## src/rtl/fetch_pkg.sv

```systemverilog
// Shared constants and the IF/ID pipeline record for the instruction-fetch stage.
package fetch_pkg;

  localparam int unsigned  DEF_A_LENGTH  = 12;
  localparam logic [31:0]  DEF_RESET_PC  = 32'hBFC0_0000;
  localparam logic [31:0]  DEF_IMEM_BASE = 32'hBFC0_0000;
  localparam logic [31:0]  DEF_NOP_INSTR = 32'h0000_0013;

  typedef struct packed {
    logic [31:0] instr;
    logic [31:0] pc;
    logic [31:0] pc_plus4;
    logic        valid;
  } if_id_t;

  // A bubble carries the NOP encoding but zeroed PCs and no valid bit.
  function automatic if_id_t make_bubble(input logic [31:0] nop_instr);
    if_id_t b;
    b.instr    = nop_instr;
    b.pc       = '0;
    b.pc_plus4 = '0;
    b.valid    = 1'b0;
    return b;
  endfunction

endpackage

```

## src/rtl/fetch_stage_if_id_reg.sv

```systemverilog
// IF/ID pipeline register: flush beats stall, and a refused load becomes a bubble.
module if_id_reg
  import fetch_pkg::*;
#(
  parameter logic [31:0] NOP_INSTR = DEF_NOP_INSTR
) (
  input  logic   clk,
  input  logic   rst,
  input  logic   stall,
  input  logic   flush,
  input  logic   load,
  input  if_id_t d,
  output if_id_t q,
  output logic   loaded
);

  // Reports the edges where a real instruction is captured, so the
  // instruction counter shares exactly this priority decision.
  always_comb begin
    loaded = 1'b0;
    if (!flush && !stall && load)
      loaded = 1'b1;
  end

  always_ff @(posedge clk or posedge rst) begin
    if (rst) begin
      q <= make_bubble(NOP_INSTR);
    end else if (flush) begin
      q <= make_bubble(NOP_INSTR);
    end else if (stall) begin
      q <= q;
    end else if (!load) begin
      q <= make_bubble(NOP_INSTR);
    end else begin
      q <= d;
    end
  end

endmodule

```

## src/rtl/fetch_stage.sv

```systemverilog
// Instruction fetch: owns the PC, drives the ROM address and feeds the IF/ID register.
module fetch_stage
  import fetch_pkg::*;
#(
  parameter int unsigned A_LENGTH  = DEF_A_LENGTH,
  parameter logic [31:0] RESET_PC  = DEF_RESET_PC,
  parameter logic [31:0] IMEM_BASE = DEF_IMEM_BASE,
  parameter logic [31:0] NOP_INSTR = DEF_NOP_INSTR
) (
  input  logic                clk,
  input  logic                rst,
  input  logic                stall_f,
  input  logic                stall_d,
  input  logic                flush_d,
  input  logic                pc_src_e,
  input  logic [31:0]         pc_target_e,
  output logic [A_LENGTH-1:0] imem_addr,
  input  logic [31:0]         imem_rd,
  output logic [31:0]         pc_f,
  output logic [31:0]         instr_d,
  output logic [31:0]         pc_d,
  output logic [31:0]         pc_plus4_d,
  output logic                valid_d,
  output logic                fetch_fault,
  output logic [31:0]         fetch_count
);

  // Address of the last whole word inside the fetch window.
  localparam logic [31:0] WIN_LAST = IMEM_BASE + 32'((33'd1 << A_LENGTH) - 33'd4);

  logic        bad;
  logic [31:0] pc_plus4_f;
  logic        if_id_load;
  logic        if_id_loaded;
  if_id_t      if_id_d;
  if_id_t      if_id_q;

  assign imem_addr  = pc_f[A_LENGTH-1:0];
  assign pc_plus4_f = pc_f + 32'd4;

  always_comb begin
    bad = 1'b0;
    if ((pc_f < IMEM_BASE) || (pc_f > WIN_LAST) || (pc_f[1:0] != 2'b00))
      bad = 1'b1;
  end

  // A redirect is honoured even while stalled; the fault is only raised when
  // the bad PC would otherwise advance, so a redirect can still escape it.
  always_ff @(posedge clk or posedge rst) begin
    if (rst) begin
      pc_f        <= RESET_PC;
      fetch_fault <= 1'b0;
    end else if (fetch_fault) begin
      pc_f        <= pc_f;
    end else if (pc_src_e) begin
      pc_f        <= pc_target_e;
    end else if (stall_f) begin
      pc_f        <= pc_f;
    end else if (bad) begin
      fetch_fault <= 1'b1;
    end else begin
      pc_f        <= pc_plus4_f;
    end
  end

  always_comb begin
    if_id_d          = make_bubble(NOP_INSTR);
    if_id_d.instr    = imem_rd;
    if_id_d.pc       = pc_f;
    if_id_d.pc_plus4 = pc_plus4_f;
    if_id_d.valid    = 1'b1;
    if_id_load       = !bad && !fetch_fault;
  end

  if_id_reg #(
    .NOP_INSTR (NOP_INSTR)
  ) u_if_id (
    .clk    (clk),
    .rst    (rst),
    .stall  (stall_d),
    .flush  (flush_d),
    .load   (if_id_load),
    .d      (if_id_d),
    .q      (if_id_q),
    .loaded (if_id_loaded)
  );

  assign instr_d    = if_id_q.instr;
  assign pc_d       = if_id_q.pc;
  assign pc_plus4_d = if_id_q.pc_plus4;
  assign valid_d    = if_id_q.valid;

  always_ff @(posedge clk or posedge rst) begin
    if (rst)
      fetch_count <= '0;
    else if (if_id_loaded)
      fetch_count <= fetch_count + 32'd1;
  end

endmodule

```

## config.mk

```make
export PLATFORM = sky130hd
export DESIGN_NAME = fetch_stage
export DESIGN_NICKNAME = d
export VERILOG_FILES = /design/src/rtl/fetch_pkg.sv /design/src/rtl/fetch_stage_if_id_reg.sv /design/src/rtl/fetch_stage.sv
export SDC_FILE = /design/constraint.sdc
export NUM_CORES = 1
export LEC_CHECK = 0
export CAP_MARGIN = 10
export CORE_AREA = 2 2 132 134
export CTS_BUF_LIST = sky130_fd_sc_hd__clkbuf_16
export CTS_CLUSTER_SIZE = 8
export DETAILED_ROUTE_END_ITERATION = 10
export DIE_AREA = 0 0 134 136
export GPL_ROUTABILITY_DRIVEN = 0
export GPL_TIMING_DRIVEN = 0
export HOLD_SLACK_MARGIN = 0.03
export PLACE_DENSITY = 0.75
export SLEW_MARGIN = 20
export SYNTH_ARGS = -nofsm -noshare
export SYNTH_HDL_FRONTEND = slang
export SYNTH_SLANG_ARGS = --single-unit
```

## constraint.sdc

```tcl
create_clock -name clk -period 6.2 [get_ports clk]
set_input_delay 1.86 -clock clk [delete_from_list [all_inputs] [get_ports clk]]
set_output_delay 1.86 -clock clk [all_outputs]
set_load 0.005 [all_outputs]
```

==> results of run 1 <==
-- how the worst max path moves through the flow --
stage	from	to	slack, ns	cells after the start
4_1_cts	flush_d	u_if_id.q[40]$_DFFE_PP0P_	2.49	5
6_report	flush_d	u_if_id.q[40]$_DFFE_PP0P_	2.49	5
5_1_grt	flush_d	u_if_id.q[40]$_DFFE_PP0P_	2.32	5
3_3_place_gp	rst	pc_f[14]$_DFFE_PP0P_	-2.17	2
2_1_floorplan	rst	fetch_count[0]$_DFFE_PP0P_	0.04	1
3_5_place_dp	flush_d	u_if_id.q[40]$_DFFE_PP0P_	2.04	5
-- power by group through the flow --
stage	logic, mW	registers, mW	clock network (mW)
floorplan	0.0651	1.09	0
detailed placement	0.169	1.10	0
global placement	0.164	1.10	0
global route	0.184	1.08	1.12
finish	0.167	1.08	1.06
CTS	0.170	1.08	1.08
-- state kept, by name, indices dropped and copies added (netlist names) --
register and flops:
fetch_count 32, pc_f 32, u_if_id.q 95, fetch_fault 1
-- cell type report --
class,instances,area (sq um),share of cell area
plain buffers,50,249.0,0.02495
flip-flops and latches,160,4019,0.4027
clock inverters,15,170.2,0.01705
multi-input cells,366,2315,0.2319
repair buffers,244,2460,0.2465
inverters,14,60.06,0.006018
well taps,225,281.5,0.02821
clock buffers,17,425.4,0.04263
-- metal layers --
layer  global-route usage  part of all wire
met5                    0                 0
met4              0.08156             0.020
met3              0.05667             0.068
met2               0.3259              0.48
met1               0.2740              0.43
-- synthesized netlist by cell type (2+ instances only) --
cell type,n,share of area
nand3_1,18,0.014
and3_1,5,0.0047
nand2_1,67,0.038
buf_4,14,0.016
or3_1,2,0.0019
and4_1,2,0.0026
o21ai_0,31,0.023
o31ai_1,6,0.0068
nor4_1,4,0.0038
xnor2_1,23,0.030
inv_1,14,0.0079
nor4_2,4,0.0075
nor3b_1,3,0.0034
xor2_1,17,0.022
ha_1,2,0.0038
nor3_1,25,0.019
mux2_2,7,0.012
and2_1,23,0.022
a31oi_1,2,0.0019
o22ai_1,2,0.0019
o22a_1,5,0.0066
a2bb2oi_1,2,0.0026
nand4_1,12,0.011
nand2b_1,4,0.0038
or2_2,3,0.0028
nor2_1,28,0.016
a21oi_1,13,0.0098
dfstp_2,12,0.048
mux2i_1,4,0.0060
clkbuf_1,34,0.019
dfrtp_1,148,0.56
a22o_1,42,0.055
-- tightest hold or removal path, cell delays in order (launching register included) --
cell and delay (ns):
dfrtp_1 0.34, nand2_1 0.05, nand2_1 0.05
-- per-stage QoR --
stage / cells / power [mW] / utilization
floorplan: 590 / 1.158 / -
global placement: 1058 / 1.261 / 0.5540
detailed placement: 1059 / 1.267 / 0.5561
CTS: 1091 / 2.330 / 0.5913
global route: 1091 / 2.384 / 0.5913
finish: 1091 / 2.307 / 0.5913
-- cell families (layout without fill, tap and decap cells) --
group | Yosys count | in the layout | share of synthesized area
buffers and inverters | 64 | 340 | 0.04544
and+or+nand+nor | 205 | 205 | 0.1597
DFF | 160 | 160 | 0.6057
adders and majority gates | 2 | 2 | 0.003771
muxes | 11 | 11 | 0.01792
xor gates and xnor gates | 40 | 40 | 0.05280
AOI/OAI and AO/OA | 108 | 108 | 0.1147
==> flow_metrics.tcl, run 1 <==
set metrics [dict create \
    outcome "finished clean" \
    skew_ns 0.01057 \
    vias 5435 \
    crit_path_cell_trace "clkdlybuf4s50_1 -> or3_1 -> nor3_2 -> clkbuf_1 -> a22o_1" \
    netlist_instances 590 \
    pin_count 244 \
    stdcell_area_sq_um 9980 \
    power_density_nw_per_um2 231.2 \
    grt_pass1_wl_um 29440 \
    clk_path_buf_depth 2 \
    post_dp_cell_area_sq_um 9384 \
    holdPathStages 2 \
    syn_area_sq_um 6635 \
    drive_gt1_frac 0.09007 \
    setup_viol 0 \
    synthToLayoutAreaGrowth_pct 50.41 \
    cts_hold_buf 0 \
    slew_headroom 0.4807 \
    p_int_mw 1.784 \
    floorplan.initialDensity 0.3932 \
    p_sw_mw 0.5231 \
    crit_family "simple AND/OR/NAND/NOR gates" \
    ant_nets 0 \
    htree_num_levels 4 \
    min_period_over_period 0.5989 \
    rsz0062_at_grt "no" \
    fill_cells 1415 \
    cts_sinks 160 \
    netSwitchingFraction 0.2267 \
    drc 0 \
    final_nets 925 \
    timing.fmax_mhz 269.3 \
    antenna_found_initial 0 \
    synth_area_per_cell_sq_um 11.25 \
    r2r_end "pc_f[10]$_DFFE_PP0P_" \
    yosys_register_bits 160 \
    io_buffers 243 \
    worst_pin_slew_ns 0.7748 \
    layout_common_cells "clkdlybuf4s50_1, dfrtp_1, nand2_1" \
    synthDistinctLibCells 44 \
    drtIter0Drc 280 \
    numCtsBuffers 17 \
    startpoint_type "input port" \
    dieArea_sq_um 18220 \
    fin_ws_ns 2.487 \
    r2r_slack_ns 3.55 \
    via_per_inst 4.982 \
    core.rowCount 48 \
    grt_max_degree 97 \
    routed_wirelength_um 18810 \
    diodes 0 \
    cp_slowest_stage_delay_ns 0.60 \
    peakVddDrop_mv 0.1810 \
    slowest_stage "nor3_2" \
    gr-total-overflow 0 \
    die_x_um 134 \
    clock_power_share 0.460 \
    syn_nets 662 \
    grt_usage 0.2074 \
    synthFlopType "dfrtp_1" \
    critPathCaptureType "register" \
    ys_warn_count 0 \
    cts.clk_slew.worst_paths_ns 0.06 \
    min-delay-start "u_if_id.q[0]$_DFFE_PP0P_" \
    seqPwrFrac 0.467 \
    first_pass_iters 7 \
    clkLatencyLatePin_ns 0.42 \
    core_area_sq_um 16880 \
    synth_edf_count 0 \
    preCtsSetupSlack_ns 2.044 \
    timing.hold.ws_ns 0.4740 \
    finalHoldViolCount 0 \
    grt_pass1_vias 5411 \
    p_leak_nw 4.411 \
    ctsResizeCount 0 \
    die_height_um 136 \
    hp-class "register to register" \
    power_frac_comb 0.072 \
    reg2reg_depth 5 \
    post-cts-setup-buffer-count 0 \
    critPathKind "input port to register" \
    maxCapViolCount 0 \
    cts_tree "done" \
    final_common_cell "clkdlybuf4s50_1" \
    crit_buf_inv 2 \
    required_ns 6.56 \
    async_reset_ff_frac 1.000 \
    cp_max_fo 10 \
    hold_path_end "u_if_id.q[0]$_DFFE_PP0P_" \
    reg2reg_from "pc_f[27]$_DFFE_PP1P_" \
    tns_ns 0 \
    clock-root-buffer "clkbuf_16" \
    crit_arrival_ns 4.07 \
    ys_seq_area_frac 0.6057 \
    drv_slew 0 \
    dp_hpwl_um 13640 \
    fin_crit_ns 3.713 \
    wl_per_cell_um 17.24 \
]
Note: power is estimated with default switching activity, not from simulation.
==> run 2: changes to the inputs <==
- clock period: 6.2 -> 3.02 ns (I/O delays scaled with it)
==> run 2 against run 1 <==
Power rose by 110%. Final cell count rose by 0.37%. Core utilization rose by 0.63 points. Largest cell class unchanged. Combinational power grew 110%. Worst setup slack worse by 2.2 ns. Register-to-register slack worse by 3.1 ns.
==> flow_metrics.tcl, run 2 (same netlist as run 1, synthesis figures left out) <==
set metrics [dict create \
    outcome "finished clean" \
    gr-total-overflow 0 \
    fin_cells 1095 \
    synthToLayoutAreaGrowth_pct 52.01 \
    clk_path_buf_depth 2 \
    post_dp_cell_area_sq_um 9453 \
    final_common_cell "clkdlybuf4s50_1" \
    stdcell_area_sq_um 10090 \
    skew_ns 0.007765 \
    antenna_found_initial 0 \
    timing.hold.ws_ns 0.4713 \
    drtIter0Drc 455 \
    drc 0 \
    floorplan.initialDensity 0.3932 \
    dieArea_sq_um 18220 \
    grt_max_degree 34 \
    drv_slew 0 \
    maxCapViolCount 0 \
    first_pass_iters 6 \
    slew_headroom 0.4535 \
    wl_per_cell_um 17.24 \
    drive_gt1_frac 0.09655 \
    cts_hold_buf 0 \
    clock-root-buffer "clkbuf_16" \
    startpoint_type "input port" \
    vias 5552 \
    critPathCaptureType "register" \
    post-cts-setup-buffer-count 0 \
    grt_pass1_vias 5443 \
    die_height_um 136 \
    p_leak_nw 4.455 \
    final-seq-area_sq_um 4019 \
    setup_viol 0 \
    multiInputGateArea_sq_um 2315 \
    grt_pass1_wl_um 29580 \
    cp_max_fo 10 \
    final_nets 929 \
    core.rowCount 48 \
    numCtsBuffers 17 \
    ctsResizeCount 0 \
    top_register "u_if_id.q" \
    diodes 0 \
    core_area_sq_um 16880 \
    layout_common_cells "clkdlybuf4s50_1, dfrtp_1, nand2_1" \
    power_density_nw_per_um2 484.0 \
    required_ns 3.38 \
    fill_cells 1397 \
    place_inst 1063 \
    peakVddDrop_mv 0.3733 \
    routed_wirelength_um 18880 \
    rsz0062_at_grt "no" \
    ant_nets 0 \
    min_period_over_period 0.9192 \
    timing.fmax_mhz 360.3 \
    tns_ns 0 \
    cts.clk_slew.worst_paths_ns 0.07 \
    htree_num_levels 4 \
    worst_pin_slew_ns 0.8153 \
    cts_sinks 160 \
    largestRegisters "u_if_id.q x95, fetch_count x32, pc_f x32" \
    largest_reg_flops 95 \
    clkLatencyLatePin_ns 0.42 \
    via_per_inst 5.070 \
    finalHoldViolCount 0 \
    fin_crit_ns 2.776 \
    hp-class "register to register" \
    pin_count 244 \
    crit_arrival_ns 3.13 \
    cts_tree "done" \
    critPathKind "input port to register" \
    dp_hpwl_um 13870 \
    die_x_um 134 \
    io_buffers 243 \
    grt_usage 0.2098 \
]
## run 2: metrics by stage
stage	power [mW]	utilization	worst slack, ns
floorplan	2.378	-	0.09496
global placement	2.590	0.5542	-1.314
detailed placement	2.611	0.5601	-0.2334
CTS	4.931	0.5976	0.1948
global route	5.069	0.5976	0.1108
finish	4.882	0.5976	0.2442
## run 2: critical path, stage by stage
cell,delay [ns]
clkdlybuf4s50_1,0.49
or3_1,0.44
nor3_2,0.63
clkbuf_1,0.47
a22o_1,0.20
## run 2: worst paths after layout
check,from,cells after the start,end,slack (ns)
worst max register to register,pc_f[25]$_DFFE_PP1P_,5,pc_f[10]$_DFFE_PP0P_,0.42
worst min register to register,pc_f[22]$_DFFE_PP1P_,2,pc_f[22]$_DFFE_PP1P_,0.47
min in group asynchronous,rst,2,u_if_id.q[31]$_DFFE_PP0P_,0.91
worst max-delay path,flush_d,5,u_if_id.q[40]$_DFFE_PP0P_,0.24
worst min-delay path,pc_f[22]$_DFFE_PP1P_,2,pc_f[22]$_DFFE_PP1P_,0.47
max in group asynchronous,rst,4,pc_f[31]$_DFFE_PP1P_,1.30
## run 2: per-layer routing
metal | vias to the layer above | part of all wire | GRT usage
met5 | - | 0 | 0
met4 | 0 | 0.014 | 0.05733
met3 | 17 | 0.081 | 0.07457
met2 | 220 | 0.48 | 0.3373
met1 | 2733 | 0.42 | 0.2698
li1 | 2582 | - | -
## run 2: layout make-up
type / count / share of cell area
Buffer: 50 / 0.02469
Clock buffer: 17 / 0.04218
Clock inverter: 15 / 0.02059
Inverter: 14 / 0.005582
Multi-Input combinational cell: 366 / 0.2295
Sequential cell: 160 / 0.3985
Tap cell: 225 / 0.02791
Timing Repair Buffer: 248 / 0.2511
## run 2: report_power, final
group / internal [mW] / switching (mW) / leakage [nW]
combinational: 0.201 / 0.153 / 2.02
clock: 1.40 / 0.915 / 0.303
sequential: 2.17 / 0.0404 / 2.13
total: 3.77 / 1.11 / 4.46
